### src/rtl/mini_ex_core_pkg.sv
// Shared types and constants for the mini_ex_core execute stage:
// register-file write port, write-back arbiter state and source encodings.
package mini_ex_core_pkg;

  localparam int DATA_WIDTH = 32;
  localparam int NUM_REGS   = 32;
  localparam int REG_IDX_W  = $clog2(NUM_REGS);

  typedef struct packed {
    logic                  WriteEnableQ100H;
    logic [REG_IDX_W-1:0]  DstRegQ100H;
    logic [DATA_WIDTH-1:0] WriteValueQ100H;
  } t_rg_write;

  typedef enum logic {
    INIT = 1'b0,
    RUN  = 1'b1
  } t_rf_arb_state;

  typedef enum logic {
    ALU = 1'b0,
    MEM = 1'b1
  } t_wb_src;

endpackage

### src/rtl/mini_ex_core_rf_wr_arb_if.sv
// Write-back requester handshakes plus the register-file write port they share.
interface mini_ex_core_rf_wr_arb_if #(
  parameter int DATA_WIDTH = mini_ex_core_pkg::DATA_WIDTH
);

  logic                                   AluWrValid;
  logic [mini_ex_core_pkg::REG_IDX_W-1:0] AluWrReg;
  logic [DATA_WIDTH-1:0]                  AluWrData;
  logic                                   AluWrReady;
  logic                                   MemWrValid;
  logic [mini_ex_core_pkg::REG_IDX_W-1:0] MemWrReg;
  logic [DATA_WIDTH-1:0]                  MemWrData;
  logic                                   MemWrReady;
  mini_ex_core_pkg::t_rg_write            RgWrite;
  logic                                   InitDone;

  modport master (
    output AluWrValid, AluWrReg, AluWrData,
    output MemWrValid, MemWrReg, MemWrData,
    input  AluWrReady, MemWrReady, RgWrite, InitDone
  );

  modport slave (
    input  AluWrValid, AluWrReg, AluWrData,
    input  MemWrValid, MemWrReg, MemWrData,
    output AluWrReady, MemWrReady, RgWrite, InitDone
  );

endinterface

### src/rtl/mini_ex_core_rr_arb2.sv
// Two-way round-robin grant between the ALU and MEM write-back requesters.
module mini_ex_core_rr_arb2 (
  input  logic Clock,
  input  logic Rst,
  input  logic en_i,
  input  logic alu_valid_i,
  input  logic mem_valid_i,
  output logic alu_grant_o,
  output logic mem_grant_o
);
  import mini_ex_core_pkg::*;

  t_wb_src last_grant_q;
  t_wb_src last_grant_d;

  // On a conflict, whoever did not win last time gets the port.
  assign alu_grant_o = en_i && alu_valid_i && (!mem_valid_i || last_grant_q == MEM);
  assign mem_grant_o = en_i && mem_valid_i && (!alu_valid_i || last_grant_q == ALU);

  always_comb begin
    last_grant_d = last_grant_q;
    if (alu_grant_o) begin
      last_grant_d = ALU;
    end else if (mem_grant_o) begin
      last_grant_d = MEM;
    end
  end

  always_ff @(posedge Clock or posedge Rst) begin
    if (Rst) begin
      last_grant_q <= MEM;
    end else begin
      last_grant_q <= last_grant_d;
    end
  end

endmodule

### src/rtl/mini_ex_core_rf_wr_arb.sv
// Register-file write arbiter: zero-fills every register after reset, then
// merges ALU and MEM write-backs onto the single registered write port.
module mini_ex_core_rf_wr_arb #(
  parameter int DATA_WIDTH = mini_ex_core_pkg::DATA_WIDTH,
  parameter int NUM_REGS   = mini_ex_core_pkg::NUM_REGS
) (
  input  logic                     Clock,
  input  logic                     Rst,
  mini_ex_core_rf_wr_arb_if.slave  bus
);
  import mini_ex_core_pkg::*;

  localparam logic [REG_IDX_W-1:0] LAST_IDX = REG_IDX_W'(NUM_REGS - 1);

  t_rf_arb_state         state_q;
  logic [REG_IDX_W-1:0]  init_cnt_q;
  logic                  init_done_q;
  t_rg_write             rg_write_q;

  logic                  alu_grant;
  logic                  mem_grant;
  logic                  wr_any_d;
  logic [REG_IDX_W-1:0]  wr_reg_d;
  logic [DATA_WIDTH-1:0] wr_value_d;

  mini_ex_core_rr_arb2 u_rr_arb2 (
    .Clock       (Clock),
    .Rst         (Rst),
    .en_i        (state_q == RUN),
    .alu_valid_i (bus.AluWrValid),
    .mem_valid_i (bus.MemWrValid),
    .alu_grant_o (alu_grant),
    .mem_grant_o (mem_grant)
  );

  assign bus.AluWrReady = alu_grant;
  assign bus.MemWrReady = mem_grant;
  assign bus.RgWrite    = rg_write_q;
  assign bus.InitDone   = init_done_q;

  always_comb begin
    wr_any_d   = alu_grant || mem_grant;
    wr_reg_d   = alu_grant ? bus.AluWrReg  : bus.MemWrReg;
    wr_value_d = alu_grant ? bus.AluWrData : bus.MemWrData;
  end

  always_ff @(posedge Clock or posedge Rst) begin
    if (Rst) begin
      state_q     <= INIT;
      init_cnt_q  <= '0;
      init_done_q <= 1'b0;
      rg_write_q  <= '0;
    end else begin
      rg_write_q <= '0;
      case (state_q)
        INIT: begin
          rg_write_q.WriteEnableQ100H <= 1'b1;
          rg_write_q.DstRegQ100H      <= init_cnt_q;
          init_cnt_q                  <= init_cnt_q + 1'b1;
          if (init_cnt_q == LAST_IDX) begin
            state_q     <= RUN;
            init_done_q <= 1'b1;
          end
        end
        RUN: begin
          // Writes to r0 still complete the handshake but never reach the file.
          if (wr_any_d && (wr_reg_d != '0)) begin
            rg_write_q.WriteEnableQ100H <= 1'b1;
            rg_write_q.DstRegQ100H      <= wr_reg_d;
            rg_write_q.WriteValueQ100H  <= wr_value_d;
          end
        end
        default: state_q <= INIT;
      endcase
    end
  end

endmodule

### src/flat_wrapper.sv
// flat-port wrapper written by rule: the top's interface ports become plain ports
module mini_ex_core_rf_wr_arb_flat import mini_ex_core_pkg::*;
#(
  parameter int DATA_WIDTH = mini_ex_core_pkg::DATA_WIDTH,
  parameter int NUM_REGS   = mini_ex_core_pkg::NUM_REGS
)
  (Clock, Rst, bus_AluWrValid, bus_AluWrReg, bus_AluWrData, bus_MemWrValid, bus_MemWrReg, bus_MemWrData, bus_AluWrReady, bus_MemWrReady, bus_RgWrite, bus_InitDone);
  mini_ex_core_rf_wr_arb_if #(.DATA_WIDTH(DATA_WIDTH)) bus_i ();
  input  logic Clock;
  input  logic Rst;
  input wire logic [$bits(bus_i.AluWrValid)-1:0] bus_AluWrValid;
  input wire logic [$bits(bus_i.AluWrReg)-1:0] bus_AluWrReg;
  input wire logic [$bits(bus_i.AluWrData)-1:0] bus_AluWrData;
  input wire logic [$bits(bus_i.MemWrValid)-1:0] bus_MemWrValid;
  input wire logic [$bits(bus_i.MemWrReg)-1:0] bus_MemWrReg;
  input wire logic [$bits(bus_i.MemWrData)-1:0] bus_MemWrData;
  output wire logic [$bits(bus_i.AluWrReady)-1:0] bus_AluWrReady;
  output wire logic [$bits(bus_i.MemWrReady)-1:0] bus_MemWrReady;
  output wire logic [$bits(bus_i.RgWrite)-1:0] bus_RgWrite;
  output wire logic [$bits(bus_i.InitDone)-1:0] bus_InitDone;
  assign bus_i.AluWrValid = bus_AluWrValid;
  assign bus_i.AluWrReg = bus_AluWrReg;
  assign bus_i.AluWrData = bus_AluWrData;
  assign bus_i.MemWrValid = bus_MemWrValid;
  assign bus_i.MemWrReg = bus_MemWrReg;
  assign bus_i.MemWrData = bus_MemWrData;
  assign bus_AluWrReady = bus_i.AluWrReady;
  assign bus_MemWrReady = bus_i.MemWrReady;
  assign bus_RgWrite = bus_i.RgWrite;
  assign bus_InitDone = bus_i.InitDone;
  mini_ex_core_rf_wr_arb #(.DATA_WIDTH(DATA_WIDTH), .NUM_REGS(NUM_REGS)) u_core (.Clock(Clock), .Rst(Rst), .bus(bus_i));
endmodule
### config.mk
export PLATFORM = sky130hd
export DESIGN_NAME = mini_ex_core_rf_wr_arb_flat
export DESIGN_NICKNAME = d
export VERILOG_FILES = /design/src/rtl/mini_ex_core_pkg.sv /design/src/rtl/mini_ex_core_rf_wr_arb_if.sv /design/src/rtl/mini_ex_core_rr_arb2.sv /design/src/rtl/mini_ex_core_rf_wr_arb.sv /design/src/flat_wrapper.sv
export SDC_FILE = /design/constraint.sdc
export NUM_CORES = 1
export LEC_CHECK = 0
export ABC_AREA = 1
export BUFFER_PORTS_ARGS = -buffer_cell sky130_fd_sc_hd__buf_2
export CAP_MARGIN = 20
export CORE_UTILIZATION = 43
export CTS_CLUSTER_SIZE = 25
export DETAILED_ROUTE_END_ITERATION = 6
export HOLD_SLACK_MARGIN = 0.03
export PLACE_DENSITY = 0.79
export SLEW_MARGIN = 20
export SYNTH_ARGS = -nofsm -noshare
export SYNTH_HDL_FRONTEND = slang
export SYNTH_SLANG_ARGS = --single-unit
### constraint.sdc
create_clock -name Clock -period 1.8 [get_ports Clock]
set_input_delay 0.36 -clock Clock [delete_from_list [all_inputs] [get_ports Clock]]
set_output_delay 0.36 -clock Clock [all_outputs]
set_load 0.02 [all_outputs]
==> metrics, run 1 <==
skew final 0.0112 ns; Sum Neg Setup Slack 0 ns; Initial Util 0.455; register area 1150 sq um; DRC viols 19; clock root buffer clkbuf_8; Synth top area share 0.557; critical path capture point type output port; critical path's top delay family flip-flops; violated checks DRC; Final setup viols 0; outcome finished, violations left; number of synthesized flops with an enable pin 0; final wirelength 4270 microns; post-synthesis sequential area ratio 0.570; Fin. Hold Viols 0; required time worst endpoint 1.44 ns; largest net degree at the start of global routing 21; Syn-to-layout area delta 38.4%; Worst path max stage delay 0.40 ns; RR Startpoint u_core.u_rr_arb2.last_grant_q; DR vias 1648; Yosys cell types 28; HPWL after detailed placement 3330 microns; critical path class register to output port; via/cell ratio 4.62; Synth Instances 179; worst hold margin 0.0533 ns; Least-Margin Pin Slew 0.425 ns; sw power 0.000718 W; Synth Register Bits 46; final worst path period need 1.72 ns; Lkg Pwr 1.64 nW; Post-Layout Cell Count 357; placed instance count 349; Syn Nets 259; filler instances 377; chip width 70.6 microns; WP buf/inv 2; gr usage total 0.174; Int Pwr 0.00180 W; Slew Viols, Final 0; Logic pwr share 0.247; Longest Clk Path Bufs 2; post-DR wirelength/cell 12.0 microns; I/O pin total 119; Max Cap Viol 0; die height 70.6 microns; fmax 583 MHz; first-pass GRT wire length 6620 microns; worst-path fanout max 8; worst path cell trace buf_4 -> nand2_1 -> a21oi_1 -> buf_2; main area contributors after synthesis dfrtp_1, mux2i_1, nor2_1, nand2_1, nor2_2; TritonCTS Sinks 46; Worst IR Drop VDD 0.447 mV; Post-Syn Area 2020 sq um; biggest area consumer among synthesized cells dfrtp_1; Switching Fraction 0.285; Worst setup startpoint u_core.state_q; ys flop type dfrtp_1; count leader, synth dfrtp_1; Final #Nets 384; number of buffers added on ports 118; sequential share of power 0.459; final setup margin 0.0835 ns; mean area per synthesized cell 11.3 sq um; multi-input logic area 758 sq um; remaining antenna violation count 0; Placeable Area 4440 sq um; GP Congestion 0.783; Clk pin slew, worst setup/hold paths 0.08 ns; Worst setup SP type register; antenna violations before repair 0; Worst EP arrival 1.36 ns; layout cell share with drive strength beyond 1 0.502; Slew HR 0.716; full die area 4980 sq um; PD cells 902 nW/um^2; Clock Latency Late Sink 0.30 ns; slowest CP cell dfrtp_1; Place WS 0.110 ns; Post-synth ARST share 1.00; yosys warns 0; TritonCTS Buffers 5; DRT Pass-1 Iters 6; crit share post-route 0.954; n_diodes 0; Clk network pwr share 0.293; Std-Cell Rows 24; number of H-tree levels 2; CTS tree built; min-delay worst type input pin to async pin; total gr overflow 0; DR iter-0 viols 95; post-CTS setup buffer count 0; Synth top cells by count dfrtp_1, mux2i_1, nor2_1, nand2_1, nor2_2; vias in the first global route 1472
## timing repair
action / in CTS / in global routing
setup endpoints to repair: 0 / 7
hold buffers: 0 / 0
resized for setup: 0 / 1
## registers in the layout, indices dropped and copies added, names as in the netlist
name / cells
u_core.u_rr_arb2.last_grant_q: 1
u_core.bus.InitDone: 1
u_core.bus.RgWrite: 38
u_core.state_q: 1
u_core.init_cnt_q: 5
## per-stage QoR
step	area, sq um	utilization	power [W]
2_1_floorplan	2020	-	0.00157
3_3_place_gp	2690	0.605	0.00179
3_5_place_dp	2690	0.605	0.00181
4_1_cts	2790	0.629	0.00255
5_1_grt	2800	0.629	0.00265
6_report	2800	0.629	0.00252
## cell usage in the layout (no fill, tap or decap), types with 3 or more instances in the layout
master,count
clkbuf_8,5
buf_2,118
dfrtp_1,45
inv_1,4
buf_4,6
nand3_1,5
nand2_4,3
nor2_1,26
inv_2,3
nand2_1,23
mux2i_1,32
nor2_2,10
## kinds of logic (layout without fill, tap and decap cells)
group           Yosys count  in the layout  share of synthesized area
buf+inv                  17            143                     0.0557
xor+xnor                  3              3                     0.0130
mux                      32             32                      0.159
fa+ha+maj                 2              2                     0.0124
compound gates            8              8                     0.0260
simple gates             71             71                      0.164
flops                    46             46                      0.570
## final cells by class
type / instances / share of cell area
clock buffers: 7 / 0.0273
clock inverters: 1 / 0.0107
inverters: 9 / 0.0139
multi-input cells: 116 / 0.271
flip-flops and latches: 46 / 0.412
well taps: 52 / 0.0233
repair buffers: 126 / 0.242
## layer usage
layer	track usage	part of all wire
met2	0.300	0.49
met1	0.211	0.41
met4	0.0600	0.014
met5	0	0
met3	0.0513	0.089
## power groups by stage
stage | Sequential [W] | Clock (W) | Combinational [W]
CTS | 0.00116 | 0.000760 | 0.000633
global placement | 0.00118 | 0 | 0.000618
floorplan | 0.00132 | 0 | 0.000255
finish | 0.00116 | 0.000739 | 0.000624
detailed placement | 0.00118 | 0 | 0.000632
global route | 0.00117 | 0.000808 | 0.000677
## worst register-to-register path, cell delays in order, from the launching register on
cell and delay [ns]:
dfstp_2 0.53, inv_1 0.05, nand2_2 0.12, nand2_4 0.10
nand2_1 0.07, nand2_1 0.07, nor2_1 0.13, nand3_2 0.13
nand2_4 0.11, buf_12 0.15, nor2_1 0.06
## path summary, 6_finish.rpt
kind | to | slack, ns | depth (start not counted)
min in group Clock | u_core.bus.RgWrite[22] | 0.32 | 3
min reg2reg | u_core.bus.InitDone | 0.48 | 1
max reg2reg | u_core.bus.RgWrite[8] | 0.17 | 10
max in group asynchronous | u_core.bus.RgWrite[19] | 1.25 | 3
max | bus_MemWrReady | 0.08 | 4
min | u_core.init_cnt_q[1] | 0.05 | 2
Note: power is estimated with default switching activity, not from simulation.
==> run 2: changes to the inputs <==
Settings changed: GPL_ROUTABILITY_DRIVEN set to 0, GPL_TIMING_DRIVEN set to 0.
==> run 2 against run 1 <==
  * The run still ends with DRC left
  * Register-to-register slack got worse by 0.09 ns
  * Non-clock buffer count rose by 7
  * Core utilization rose by 2.4 points
  * Worst setup slack got worse by 0.015 ns
  * Global-route usage rose by 0.36 points
  * Die area did not move
  * Final cell count rose by 2.0%
  * Cell area rose by 3.8%
  * Flip-flop and latch count did not move
  * Sequential share of layout area fell by 1.5 points
  * Highest routed layer unchanged
==> metrics, run 2 (synthesis gave the netlist of run 1 again) <==
skew final 0.00488 ns; design area 2900 sq um; Final #Nets 391; critical path capture point type output port; worst path cell trace inv_2 -> nand2_4 -> nand2_4 -> buf_6 -> inv_2 -> buf_6; Hold Buf Count CTS 0; most frequent cells in the layout buf_2, dfrtp_1, mux2i_1; Placeable Area 4440 sq um; DR vias 1678; TritonCTS Sinks 46; TritonCTS Buffers 5; Final setup viols 0; filler instances 384; Lkg Pwr 1.69 nW; Worst path max stage delay 0.54 ns; final worst path period need 1.73 ns; slowest CP cell dfstp_2; worst-path fanout max 10; Clk pin slew, worst setup/hold paths 0.08 ns; DR iter-0 viols 80; placed cell area 2700 sq um; CTS tree built; Worst EP arrival 1.37 ns; max reg flops 38; RSZ-0062 raised after global routing no; remaining antenna violation count 0; critical path class register to output port; Syn-to-layout area delta 43.7%; register area 1150 sq um; die height 70.6 microns; RR Startpoint u_core.u_rr_arb2.last_grant_q; min-delay worst type input pin to async pin; Place WS 0.0208 ns; PD cells 898 nW/um^2; Slew HR 0.728; Fin. Hold Viols 0; Worst setup startpoint u_core.u_rr_arb2.last_grant_q; multi-input logic area 768 sq um; utilization after layout 0.653; Worst IR Drop VDD 0.452 mV; crit share post-route 0.962; Longest Clk Path Bufs 2; fmax 577 MHz; gr usage total 0.178; number of buffers added on ports 118; I/O pin total 119; commonest non-fill, non-tap cell in the layout buf_2; vias in the first global route 1553; n_diodes 0; clock root buffer clkbuf_8; DRC viols 18; reg2reg setup slack 0.08 ns; FF-to-FF path depth 11; final setup margin 0.0683 ns; total gr overflow 0; layout cell share with drive strength beyond 1 0.526; Slew Viols, Final 0; HPWL after detailed placement 3290 microns; Initial Util 0.455; Clock Latency Late Sink 0.29 ns; Least-Margin Pin Slew 0.408 ns; Worst setup SP type register; final wirelength 4290 microns; full die area 4980 sq um; number of H-tree levels 2; via/cell ratio 4.61; violated checks DRC; largest net degree at the start of global routing 29; required time worst endpoint 1.44 ns; Std-Cell Rows 24; first-pass GRT wire length 6760 microns; Max Cap Viol 0; outcome finished, violations left; worst hold margin 0.0495 ns; chip width 70.6 microns; DRT Pass-1 Iters 6; Sum Neg Setup Slack 0 ns; RR Endpoint u_core.bus.RgWrite[13]; antenna violations before repair 0; post-DR wirelength/cell 11.8 microns
==> run 2: changes by cell type in the layout (fill, tap and decap cells not counted), sizes merged <==
cell    previous run  this run
clkbuf             7         8
buf              126       132
==> run 2: per-layer routing <==
layer	part of all wire	global-route usage	wire length (microns)	vias to the layer above
met1	0.42	0.210	1790	757
met3	0.082	0.0513	350	6
met2	0.49	0.310	2090	77
met5	0	0	0	-
li1	-	-	-	838
met4	0.015	0.0667	64	0
==> run 2: cell type report <==
| type | count | area share |
|---|---|---|
| clock buffers | 7 | 0.0297 |
| inverters | 9 | 0.0134 |
| plain buffers | 8 | 0.0284 |
| repair buffers | 125 | 0.234 |
| well taps | 52 | 0.0224 |
| flip-flops and latches | 46 | 0.397 |
| multi-input cells | 116 | 0.265 |
| clock inverters | 1 | 0.0103 |
==> run 2: report_power, final <==
part           leakage (nW)  switching, W  internal [W]
registers             0.579     0.0000229       0.00114
logic                  1.05      0.000383      0.000287
clock network        0.0585      0.000327      0.000453
total                  1.69      0.000733       0.00187
==> run 2: worst max path at each step <==
stage / end / slack (ns)
after floorplan: u_core.bus.RgWrite[12] / 0.18
after global placement: u_core.init_cnt_q[4] / -0.20
after detailed placement: u_core.bus.RgWrite[15] / 0.02
after CTS: bus_AluWrReady / 0.01
after global routing: u_core.bus.RgWrite[18] / 0.0002
final: bus_AluWrReady / 0.07
==> run 2: worst max-delay path, delay by kind of cell, from the launching register on <==
family                 cells  cell delay [ns]
flip-flops                 1             0.54
AND/OR/NAND/NOR            2             0.14
buffers and inverters      4             0.39
==> run 2: what timing repair did <==
item	in CTS	in global routing
endpoints found under the setup margin	1	31
hold endpoints to repair	0	0
pin swaps	0	3
cloned	0	1
setup buffers	0	5
resized for setup	2	7
==> run 2: through the flow <==
step / power (W) / std cells
after CTS: 0.00259 / 358
after global placement: 0.00179 / 349
final: 0.00261 / 364
after detailed placement: 0.00181 / 350
after floorplan: 0.00157 / 179
after global routing: 0.00274 / 364
